===== src/rtl/dcache_pkg.sv =====
// dcache_pkg: geometry, FSM states and line layout for the D-cache.
// Shared by dcache_array and dcache_ctrl.
package dcache_pkg;

  localparam int LINES  = 8;
  localparam int WPL    = 4;
  localparam int ABITS  = 14;
  localparam int OFF_W  = $clog2(WPL);
  localparam int IDX_W  = $clog2(LINES);
  localparam int MA_W   = ABITS - 2;
  localparam int TAG_W  = MA_W - IDX_W - OFF_W;
  localparam int BEAT_W = OFF_W + 1;

  localparam logic [BEAT_W-1:0] WB_LAST = BEAT_W'(WPL - 1);
  localparam logic [BEAT_W-1:0] RF_LAST = BEAT_W'(WPL);

  typedef enum logic [1:0] {
    IDLE,
    WRITEBACK,
    REFILL,
    RESPOND
  } state_e;

  typedef struct packed {
    logic                 valid;
    logic                 dirty;
    logic [TAG_W-1:0]     tag;
    logic [WPL-1:0][31:0] data;
  } line_t;

  function automatic logic [31:0] be_merge(
    input logic [31:0] old_w,
    input logic [31:0] new_w,
    input logic [3:0]  be
  );
    logic [31:0] r;
    r = old_w;
    for (int b = 0; b < 4; b++) begin
      if (be[b]) r[8*b +: 8] = new_w[8*b +: 8];
    end
    return r;
  endfunction

endpackage


===== src/rtl/dcache_array.sv =====
// dcache_array: tag/flag/data storage, async read by index,
// one byte-masked word write, tag fill, dirty set, global invalidate.
module dcache_array
  import dcache_pkg::*;
(
  input  logic             clk_i,
  input  logic             rst_i,
  input  logic [IDX_W-1:0] idx_i,
  input  logic             wr_en_i,
  input  logic [OFF_W-1:0] wr_word_i,
  input  logic [3:0]       wr_be_i,
  input  logic [31:0]      wr_data_i,
  input  logic             set_dirty_i,
  input  logic             fill_i,
  input  logic [TAG_W-1:0] fill_tag_i,
  output line_t            line_o
);

  line_t lines_q [LINES];

  assign line_o = lines_q[idx_i];

  // Only the flags need reset; data and tags are don't-care while invalid.
  always_ff @(posedge clk_i) begin
    if (rst_i) begin
      for (int i = 0; i < LINES; i++) begin
        lines_q[i].valid <= 1'b0;
        lines_q[i].dirty <= 1'b0;
      end
    end else begin
      if (wr_en_i) begin
        lines_q[idx_i].data[wr_word_i] <= be_merge(
          lines_q[idx_i].data[wr_word_i], wr_data_i, wr_be_i);
      end
      if (set_dirty_i) lines_q[idx_i].dirty <= 1'b1;
      if (fill_i) begin
        lines_q[idx_i].tag   <= fill_tag_i;
        lines_q[idx_i].valid <= 1'b1;
        lines_q[idx_i].dirty <= 1'b0;
      end
    end
  end

endmodule


===== src/rtl/dcache_ctrl.sv =====
// dcache_ctrl: blocking direct-mapped write-back/write-allocate D-cache.
// Define DCACHE_STATS_EN to add saturating HIT_CNT/MISS_CNT outputs.
module dcache_ctrl
  import dcache_pkg::*;
(
  input  logic             CLK,
  input  logic             RST,
  input  logic             REQ_VALID,
  input  logic             REQ_WE,
  input  logic [ABITS-1:0] REQ_ADDR,
  input  logic [3:0]       REQ_BE,
  input  logic [31:0]      REQ_WDATA,
  output logic [31:0]      RESP_DATA,
  output logic             STALL,
  output logic             D_MEM_CSN,
  output logic             D_MEM_WEN,
  output logic [MA_W-1:0]  D_MEM_ADDR,
  output logic [3:0]       D_MEM_BE,
  output logic [31:0]      D_MEM_DOUT,
  input  logic [31:0]      D_MEM_DI
`ifdef DCACHE_STATS_EN
  ,
  output logic [31:0]      HIT_CNT,
  output logic [31:0]      MISS_CNT
`endif
);

  state_e              state_q, state_d;
  logic [BEAT_W-1:0]   beat_q, beat_d;
  logic [TAG_W-1:0]    req_tag;
  logic [IDX_W-1:0]    req_idx;
  logic [OFF_W-1:0]    req_word;
  line_t               cur;
  logic                hit;
  logic                serve;
  logic                wr_en;
  logic [OFF_W-1:0]    wr_word;
  logic [3:0]          wr_be;
  logic [31:0]         wr_data;
  logic                set_dirty;
  logic                fill;
  logic                unused_addr;

  assign req_tag     = REQ_ADDR[ABITS-1 -: TAG_W];
  assign req_idx     = REQ_ADDR[2+OFF_W +: IDX_W];
  assign req_word    = REQ_ADDR[2 +: OFF_W];
  assign unused_addr = ^REQ_ADDR[1:0];
  assign hit         = cur.valid && (cur.tag == req_tag);
  assign D_MEM_BE    = 4'hF;

  dcache_array u_array (
    .clk_i       (CLK),
    .rst_i       (RST),
    .idx_i       (req_idx),
    .wr_en_i     (wr_en),
    .wr_word_i   (wr_word),
    .wr_be_i     (wr_be),
    .wr_data_i   (wr_data),
    .set_dirty_i (set_dirty),
    .fill_i      (fill),
    .fill_tag_i  (req_tag),
    .line_o      (cur)
  );

  always_ff @(posedge CLK) begin
    if (RST) begin
      state_q <= IDLE;
      beat_q  <= '0;
    end else begin
      state_q <= state_d;
      beat_q  <= beat_d;
    end
  end

  always_comb begin
    state_d    = state_q;
    beat_d     = beat_q;
    STALL      = 1'b0;
    D_MEM_CSN  = 1'b1;
    D_MEM_WEN  = 1'b1;
    D_MEM_ADDR = '0;
    D_MEM_DOUT = '0;
    RESP_DATA  = '0;
    serve      = 1'b0;
    wr_en      = 1'b0;
    wr_word    = req_word;
    wr_be      = REQ_BE;
    wr_data    = REQ_WDATA;
    set_dirty  = 1'b0;
    fill       = 1'b0;
    unique case (state_q)
      IDLE: begin
        if (REQ_VALID) begin
          if (hit) begin
            serve = 1'b1;
          end else begin
            STALL   = 1'b1;
            beat_d  = '0;
            state_d = (cur.valid && cur.dirty) ? WRITEBACK : REFILL;
          end
        end
      end
      WRITEBACK: begin
        STALL      = REQ_VALID;
        D_MEM_CSN  = 1'b0;
        D_MEM_WEN  = 1'b0;
        D_MEM_ADDR = {cur.tag, req_idx, beat_q[OFF_W-1:0]};
        D_MEM_DOUT = cur.data[beat_q[OFF_W-1:0]];
        if (beat_q == WB_LAST) begin
          beat_d  = '0;
          state_d = REFILL;
        end else begin
          beat_d = beat_q + 1'b1;
        end
      end
      REFILL: begin
        STALL = REQ_VALID;
        if (beat_q != RF_LAST) begin
          D_MEM_CSN  = 1'b0;
          D_MEM_ADDR = {req_tag, req_idx, beat_q[OFF_W-1:0]};
        end
        // Read data lags its address by one cycle, so beat i fills word i-1.
        if (beat_q != '0) begin
          wr_en   = 1'b1;
          wr_word = OFF_W'(beat_q - 1'b1);
          wr_be   = 4'hF;
          wr_data = D_MEM_DI;
        end
        if (beat_q == RF_LAST) begin
          fill    = 1'b1;
          beat_d  = '0;
          state_d = RESPOND;
        end else begin
          beat_d = beat_q + 1'b1;
        end
      end
      RESPOND: begin
        serve   = REQ_VALID;
        state_d = IDLE;
      end
      default: state_d = IDLE;
    endcase
    if (serve) begin
      if (REQ_WE) begin
        wr_en     = 1'b1;
        set_dirty = 1'b1;
      end else begin
        RESP_DATA = cur.data[req_word];
      end
    end
  end

`ifdef DCACHE_STATS_EN
  logic [31:0] hit_cnt_q;
  logic [31:0] miss_cnt_q;
  logic        hit_evt;
  logic        miss_evt;

  assign hit_evt  = (state_q == IDLE) && REQ_VALID && hit;
  assign miss_evt = (state_q == IDLE) && REQ_VALID && !hit;
  assign HIT_CNT  = hit_cnt_q;
  assign MISS_CNT = miss_cnt_q;

  always_ff @(posedge CLK) begin
    if (RST) begin
      hit_cnt_q  <= '0;
      miss_cnt_q <= '0;
    end else begin
      if (hit_evt && hit_cnt_q != '1) hit_cnt_q <= hit_cnt_q + 1'b1;
      if (miss_evt && miss_cnt_q != '1) miss_cnt_q <= miss_cnt_q + 1'b1;
    end
  end
`else
  // Statistics compiled out: no counter state exists in this build.
`endif

endmodule


===== config.mk =====
export PLATFORM = sky130hd
export DESIGN_NAME = dcache_ctrl
export DESIGN_NICKNAME = d
export VERILOG_FILES = /design/src/rtl/dcache_pkg.sv /design/src/rtl/dcache_array.sv /design/src/rtl/dcache_ctrl.sv
export SDC_FILE = /design/constraint.sdc
export NUM_CORES = 1
export LEC_CHECK = 0
export ABC_CLOCK_PERIOD_IN_PS = 6600
export CORE_UTILIZATION = 57
export CTS_BUF_LIST = sky130_fd_sc_hd__clkbuf_4
export CTS_CLUSTER_DIAMETER = 30
export DETAILED_ROUTE_END_ITERATION = 6
export PLACE_DENSITY_LB_ADDON = 0.2
export SLEW_MARGIN = 30
export SYNTH_ARGS = -nofsm -noshare
export SYNTH_HDL_FRONTEND = slang
export SYNTH_SLANG_ARGS = --single-unit
export TNS_END_PERCENT = 100

===== constraint.sdc =====
create_clock -name CLK -period 6.6 [get_ports CLK]
set_clock_uncertainty 0.05 [all_clocks]
set_input_delay 1.65 -clock CLK [delete_from_list [all_inputs] [get_ports CLK]]
set_output_delay 1.65 -clock CLK [all_outputs]
set_load 0.02 [all_outputs]

After elaboration in Yosys (flattened, before gate mapping)

Memories as Yosys holds them, arrays and structs flattened.
Index checks and enable logic that the tools add are counted.

Logic and storage cells: 105
Output and inout bits: 83
Memories: 1
Register bits after elaboration: 5
Bits in writable memories: 1,096

Magnitude comparators: 4
Mux-type cells: 74
Reductions and logical operators: 10
Eq/ne operators: 11
$add $sub $neg: 2
Bitwise logic cells: 1

Memory list:

| name            | words | width | read ports | clocked after Yosys merged registers in | wr ports | line               | RTL |
|---|---|---|---|---|---|---|---|
| u_array.lines_q | 8     | 137   | 1          | 0                                       | 8        | dcache_array.sv:19 | `line_t lines_q [LINES];` |

Operator list:

| kind                  | number |
|---|---|
| $mux W32              | 9 |
| $bmux W32 S2          | 3 |
| $mux W137             | 1 |
| $reduce_or A137 Y1    | 1 |
| $mux W131             | 1 |
| $mux W128             | 1 |
| $mux W8               | 12 |
| $demux W32 S2         | 1 |
| $mux W1               | 25 |
| $pmux W12 S2          | 1 |
| $mux W3               | 5 |
| $mux W2               | 7 |
| $mux W12              | 1 |
| $lt A2 B3 Y1 const B  | 3 |
| $pmux W3 S3           | 1 |
| $mux W4               | 2 |
| $ne A2 B2 Y1 const B  | 4 |
| $pmux W2 S4           | 1 |
| $eq A7 B7 Y1          | 1 |
| $pmux W1 S2           | 3 |
| $reduce_bool A3 Y1    | 2 |
| $eq A2 B2 Y1 const B  | 2 |
| $reduce_and A4 Y1     | 1 |
| $add A3 B1 Y3 const B | 1 |
| 11 further kinds      | 13 |

Longest topological paths before layout

Gate-level depths: netlist of the first run.
An unclocked memory read counts as a cell.

Word-level depth: 13
Mapped depth: 13

Cells and area by module

Synthesis of the first run repeated with hierarchy kept, for this count alone.

Cells, all modules: 2,779
Area total of the unflattened synthesis: 46,776.1 µm²

Modules (own cells, without submodules):

| module       | cells each | area each (µm²) | instances |
|---|---|---|---|
| dcache_array | 2,444      | 43,442.9        | 1 |
| dcache_ctrl  | 335        | 3,333.2         | 1 |

Worst setup path before layout of the first run

OpenSTA, ideal clock, no wires.

Path type: input to register
Start point: input REQ_ADDR[4]
End point: memory u_array.lines_q[0][100] (netlist bit) (enable)
Arrival time: 5.782 ns
Stages on the path: 9
Setup slack: 0.307 ns
Path buffers: 1
Cell sequence: mux2_4 a221o_1 a221o_1 xor2_1 and4bb_1 a21oi_2 o22a_1 buf_1 nor3_1

RTL lines:

| item               | line               | RTL |
|---|---|---|
| start: declaration | dcache_ctrl.sv:10  | `input logic [ABITS-1:0] REQ_ADDR,` |
| end: declaration   | dcache_array.sv:19 |  |

Worst setup path after layout of the first run

Start point: input REQ_ADDR[5]
End point: output D_MEM_DOUT[28]

Word-level cells in the longest chain between the ends: 4

RTL lines:

| item                           | line               | RTL |
|---|---|---|
| $mem_v2 Z8 W137                | -                  |  |
| $bmux W32 S2                   | dcache_ctrl.sv:108 | `D_MEM_DOUT = cur.data[beat_q[OFF_W-1:0]];` |
| $mux W32 (implied by the code) | dcache_ctrl.sv:108 |  |
| $mux W32                       | dcache_ctrl.sv:91  | `unique case (state_q)` |
| end: declaration               | dcache_ctrl.sv:19  | `output logic [31:0] D_MEM_DOUT,` |

No other way between the ends. The select of a mux whose other input is x is not followed.

==> results of run 1 <==
cell usage in the layout, fill, tap and decap left out, types with 45 or more instances in the layout:
cell,n
edfxtp_1,1088
a22oi_1,434
clkbuf_4,411
buf_4,221
nor2_1,93
clkdlybuf4s50_1,93
and4_1,85
nand2_1,80
and3_1,76
mux4_2,64
buf_12,58
a221oi_1,45
worst max-delay path by stage:
stage,to,slack (ns),cells after the start
5_1_grt,RESP_DATA[15],-0.03,12
3_3_place_gp,RESP_DATA[16],-0.31,13
3_5_place_dp,RESP_DATA[24],-0.34,13
6_report,D_MEM_DOUT[28],0.1,13
2_1_floorplan,u_array.lines_q[0][100]$_DFFE_PP_,0.31,9
4_1_cts,D_MEM_DOUT[15],0.01,13
cell type report:
class                   instances  area (µm²)
repair buffers                442        4420
well taps                    1030        1289
clock buffers                 411        3085
inverters                      22       85.08
clock inverters                65       501.7
multi-input cells            1301       10540
diodes                          3       7.507
fillers                      5027       23210
flip-flops and latches       1101       32930
timing repair:
| item | 4_1_cts | 5_1_grt |
|---|---|---|
| setup endpoints to repair | 60 | 34 |
| gates resized for setup | 72 | 47 |
| setup buffers | 0 | 0 |
| cloned | 2 | 0 |
| hold buffers | 0 | 0 |
metrics by stage:
stage	hold WS (ns)	power [mW]	setup slack [ns]	TNS (ns)	util [%]
6_report	0.4288	15.76	0.09709	0	69.49
5_1_grt	0.4498	16.26	-0.02674	-0.06018	69.49
4_1_cts	0.4244	15.76	0.01317	0	69.43
3_5_place_dp	0.4153	9.987	-0.3442	-14.51	64.66
3_3_place_gp	0.4109	9.918	-0.3084	-13.35	64.59
2_1_floorplan	0.3987	9.106	0.3074	0	-
synthesized netlist by cell type, drive strengths merged (4+ instances only):
cell type,instances,area [µm²]
edfxtp,1088,32670
a22oi,434,3258
clkbuf,148,555.5
nor2,127,651.9
and4,85,744.5
nand2,81,304.0
and3,77,481.7
mux4,64,1441
a21oi,46,234.0
a221oi,45,394.1
a22o,44,385.4
buf,44,269.0
and2,37,231.5
nand2b,36,225.2
nor3,36,180.2
o31ai,34,255.2
a211oi,33,247.7
inv,21,78.82
mux2i,18,180.2
dfxtp,13,260.3
o21ai,10,50.05
o22ai,10,62.56
ha,9,112.6
mux2,9,105.1
a21o,8,60.06
nor2b,7,43.79
nand3,6,30.03
nand3b,6,45.04
a221o,4,40.04
registers in the layout, summed over array words and instances, names as in the netlist:
name,flops
state_q,2
u_array.lines_q,1096
beat_q,3
metal layers:
| layer | up-vias | GRT usage, % | wire (µm) |
|---|---|---|---|
| met1 | 14778 | 47.74 | 49410 |
| met2 | 2493 | 54.41 | 63830 |
| met5 | - | 0 | 34 |
| li1 | 12051 | - | - |
| met4 | 4 | 13.52 | 4699 |
| met3 | 364 | 11.70 | 20890 |
cells by family (layout without fill, tap and decap cells):
group | Yosys count | count (layout) | share of synthesized area, %
multiplexers | 91 | 91 | 3.935
adder cells (fa/ha/maj) | 9 | 9 | 0.2566
other | 1 | 7 | 0.008546
flip-flops | 1101 | 1101 | 75.05
XOR/XNOR | 4 | 4 | 0.07985
buffers and inverters | 214 | 940 | 2.067
AND/OR/NAND/NOR | 511 | 511 | 6.966
AO/OA/AOI/OAI | 682 | 682 | 11.64
power by group through the flow:
stage	logic, mW	registers (mW)	clock network [mW]
floorplan	0.992	8.11	0
global placement	1.81	8.11	0
detailed placement	1.88	8.11	0
CTS	1.87	7.96	5.93
global route	2.01	7.95	6.29
finish	1.93	7.96	5.88
tightest hold or removal path: cells and delay by family (launching register included):
kind                   cells  cell delay [ns]
buffers and inverters      1             0.05
AOI/OAI and AO/OA          1             0.07
DFF                        1             0.31
==> out/results.ini, run 1 <==
[worst_setup_path]
r2r_slack_ns=2.54
cpMostUsedCell=buf_4
timing.rr.start=beat_q[1]$_SDFFE_PP0P_
cp_top_family=buffers and inverters
cp.required_ns=4.90
rr_endpoint=u_array.lines_q[7][102]$_DFFE_PP_
startpoint=REQ_ADDR[5]
crit_path_max_incr_delay_ns=0.55
path_max_fanout=31
reg2regPathDepth=10
cp_num_buf_inv=7
cp-end-kind=output pin
path_cells=clkdlybuf4s50_1 -> buf_4 -> nand2_2 -> buf_4 -> nor2_4 -> buf_4 -> buf_12 -> buf_12 -> a221oi_1 -> and3_1 -> mux4_2 -> nor2_1 -> dlygate4sd2_1
worstSetupPathType=input pin to output pin
slowest_stage=clkdlybuf4s50_1
arrival_ns=4.80
startpoint_type=input pin

[min_path]
holdPathStages=2
hp-class=flop to flop
whs_endpoint=u_array.lines_q[6][136]$_DFF_P_
holdCritStartpoint=u_array.lines_q[6][136]$_DFF_P_

[clock_network]
cts.htree.levels=5
path_clk_slew_ns=0.06
cts_tree=built
cts-root-buf=clkbuf_4
clk_latency_ns=1.11
numCtsBuffers=294
clock_path_buffers=4
clock-sinks=1101

[timing]
layout_min_cycle_time_ns=6.503
fin_crit_sh_pct=98.53
max_freq_ghz=0.1538
worst_pin_slew_ns=1.013
finalHoldViolCount=0
setup_viol=0
slew-limit-headroom_pct=32.26
finalMaxSlewViolations=0

[floorplanning]
io_pins=169
coreArea_um2=76080
start_util_pct=57.68
rows=101
fp.dieW_um=279.5
die-area_um2=78100
die_h_um=279.5

[pwr]
pwr-share-seq_pct=50.5
leakagePower_nw=17.41
power_density_nw_per_um2=298.1
p_int_mw=11.82
clkPwrFrac_pct=37.3
p_sw_share_pct=24.99
vdd.ir_drop.worst_v=0.0001631
p_sw_mw=3.938
comb_power_share_pct=12.2

[synth]
ys_types=66
synthFlopType=edfxtp_1
synth_seq_cells=1101
syn_inst=2613
seq_area_frac_synth_pct=75.05
async_reset_ff_share_pct=0
avgSynthCellArea_um2=16.79
syn_area_um2=43880
synth_warnings=0
synth_edf_count=1088

[status]
status=completed

[global_route]
grt_pass1_wl_mm=195.6
grt_usage_pct=35.56
antenna_found_initial=4
grt_pass1_vias=29063
overflow=0
grt_max_degree=51

[routing]
drtIter0Drc=4264
firstDrtPassIters=6
ant_nets=0
drc_errors=0
finalWirelength_mm=138.9
vias_per_cell=6.786
wl_per_cell_um=31.74
via_count=29690

[run]
maxCapViolCount=0

[placement]
dp_hpwl_mm=78.27
place.port_buffers=162
place_inst=3894
place_congestion=0.9110
placed_area_um2=49190

[cells_and_area]
nets=3257
finalNonFillerCells=4375
syn_to_final_growth_pct=20.47
drive_gt1_share_pct=27.71
design_area_um2=52860

Note: power is estimated with default switching activity, not from simulation.
==> inputs of run 2 (changes only) <==
--- a/config.mk
+++ b/config.mk
@@ -10,6 +10,7 @@
 export CTS_BUF_LIST = sky130_fd_sc_hd__clkbuf_4
 export CTS_CLUSTER_DIAMETER = 30
 export DETAILED_ROUTE_END_ITERATION = 6
+export MAX_ROUTING_LAYER = met4
 export PLACE_DENSITY_LB_ADDON = 0.2
 export SLEW_MARGIN = 30
 export SYNTH_ARGS = -nofsm -noshare
==> out/results.ini, run 2 (same netlist as run 1, synthesis figures left out) <==
[cells_and_area]
layout_commonest_cell=edfxtp_1
syn_to_final_growth_pct=20.49  ; about the same
drive_gt1_share_pct=27.71  ; unchanged
top_regs=u_array.lines_q (1096), beat_q (3), state_q (2)
num-fill-cells=5024  ; -0.060%
finalNonFillerCells=4379  ; +0.091%
nets=3257  ; unchanged
largest_register_ffs=1096  ; unchanged
final_cell_mix=edfxtp_1 (1088), a22oi_1 (434), clkbuf_4 (411), buf_4 (221)
regMostFlops=u_array.lines_q

[run]
maxCapViolCount=0  ; unchanged

[global_route]
antenna_found_initial=4  ; unchanged
overflow=0  ; unchanged
grt_max_degree=51  ; unchanged
grt_pass1_wl_mm=195.7  ; about the same
grt_usage_pct=36.69  ; +1.1 points
grt_pass1_vias=29026  ; -0.13%

[placement]
dp_hpwl_mm=78.27  ; unchanged
place.port_buffers=162  ; unchanged
place_congestion=0.9270  ; +1.8%
place_inst=3894  ; unchanged
post-place-ws_ns=-0.3442  ; unchanged

[floorplanning]
rows=101  ; unchanged
fp.dieW_um=279.5  ; unchanged
start_util_pct=57.68  ; unchanged
die_h_um=279.5  ; unchanged
coreArea_um2=76080  ; unchanged
die-area_um2=78100  ; unchanged
io_pins=169  ; unchanged

[clock_network]
path_clk_slew_ns=0.06  ; about the same
clock_path_buffers=4  ; unchanged
cts_setup_buffers=0  ; unchanged
clock-sinks=1101  ; unchanged
cts.htree.levels=5  ; unchanged
clk_latency_ns=1.10  ; about the same
cts_tree=built
numCtsBuffers=294  ; unchanged
cts-root-buf=clkbuf_4

[routing]
via_count=29750  ; +0.20%
drtIter0Drc=4319  ; +1.3%
drc_errors=0  ; unchanged
firstDrtPassIters=6  ; unchanged
ant_nets=0  ; unchanged
wl_per_cell_um=31.76  ; about the same
vias_per_cell=6.794  ; +0.11%
finalWirelength_mm=139.1  ; +0.16%

[min_path]
holdCritStartpoint=u_array.lines_q[0][136]$_DFF_P_
hp-class=flop to flop
whs_endpoint=u_array.lines_q[0][136]$_DFF_P_
holdPathStages=2  ; unchanged

[worst_setup_path]
cp-end-kind=output pin
path_max_fanout=29  ; -6.5%
rr_endpoint=u_array.lines_q[7][102]$_DFFE_PP_
arrival_ns=4.81  ; about the same
cp.required_ns=4.90  ; about the same
timing.rr.start=beat_q[1]$_SDFFE_PP0P_
startpoint_type=input pin
reg2regPathDepth=10  ; unchanged
worstSetupPathType=input pin to output pin
r2r_slack_ns=2.54  ; about the same

[timing]
finalHoldWorstSlack_ns=0.4282  ; -0.0006420 ns
worst_pin_slew_ns=1.080  ; +0.06723 ns
finalMaxSlewViolations=0  ; unchanged
fin_crit_sh_pct=98.68  ; +0.15 points
max_freq_ghz=0.1535  ; -0.15%
setup_viol=0  ; unchanged
fin_ws_ns=0.08707  ; -0.01002 ns
slew-limit-headroom_pct=27.76  ; -4.5 points
layout_min_cycle_time_ns=6.513  ; +0.01002 ns
finalHoldViolCount=0  ; unchanged

[pwr]
power_density_nw_per_um2=297.9  ; about the same
vdd.ir_drop.worst_v=0.0001624  ; -0.42%
leakagePower_nw=17.41  ; unchanged

[status]
status=completed

run 2: changes by cell type in the layout (fill, tap and decap cells not counted):
cell / delta
diode_2: +4
run 2: through the flow:
stage	util, %	power, mW	setup TNS [ns]	cell area, µm²
floorplan	-	9.106	0	43890
global placement	64.59	9.918	-13.35	49140
detailed placement	64.66	9.987	-14.51	49190
CTS	69.43	15.76	0	52820
global route	69.50	16.26	-0.06061	52870
finish	69.50	15.75	0	52870
run 2: routing by layer:
layer | vias to the layer above | global-route usage (%) | share of wire [%]
met4 | 0 | 13.04 | 3.2
met5 | - | - | 0
met2 | 2615 | 54.66 | 46
met1 | 14727 | 48.24 | 35
met3 | 363 | 11.07 | 15
li1 | 12045 | - | -
run 2: how the worst max path moves through the flow:
stage                start                                 to  slack (ns)  depth (start not counted)
2_1_floorplan  REQ_ADDR[4]  u_array.lines_q[0][100]$_DFFE_PP_        0.31                          9
3_3_place_gp   REQ_ADDR[6]                      RESP_DATA[16]       -0.31                         13
3_5_place_dp   REQ_ADDR[6]                      RESP_DATA[24]       -0.34                         13
4_1_cts        REQ_ADDR[5]                     D_MEM_DOUT[15]        0.01                         13
5_1_grt        REQ_ADDR[5]                      RESP_DATA[15]       -0.03                         12
6_report       REQ_ADDR[5]                      D_MEM_DOUT[4]        0.09                         11
run 2: area by class of cell:
type	count	area (µm²)	area share, %
Inverter	22	85.08	0.1609
Clock buffer	411	3085	5.836
Antenna cell	7	17.52	0.03313
Sequential cell	1101	32930	62.29
Tap cell	1030	1289	2.437
Timing Repair Buffer	442	4420	8.361
Multi-Input combinational cell	1301	10540	19.94
Clock inverter	65	501.7	0.9490
run 2: timing repair:
item,in CTS,in global routing
endpoints found under the setup margin,60,34
endpoints found under the hold margin,0,0
pin swaps,0,0
hold buffers,0,0
resized for setup,72,47
cloned,2,0
run 2: report_power, final:
part	total (mW)	internal (mW)	leakage, nW	switching [mW]
logic	1.93	0.676	5.41	1.25
registers	7.96	7.94	9.87	0.0141
clock network	5.87	3.20	2.13	2.66
run 2: critical path: stages:
cell and delay (ns):
clkdlybuf4s50_1 0.55, buf_4 0.23, inv_1 0.14, nor3_2 0.25, buf_12 0.27, buf_16 0.25
a22oi_1 0.13, and4_1 0.24, mux4_2 0.57, nor2_1 0.14, dlygate4sd2_1 0.35
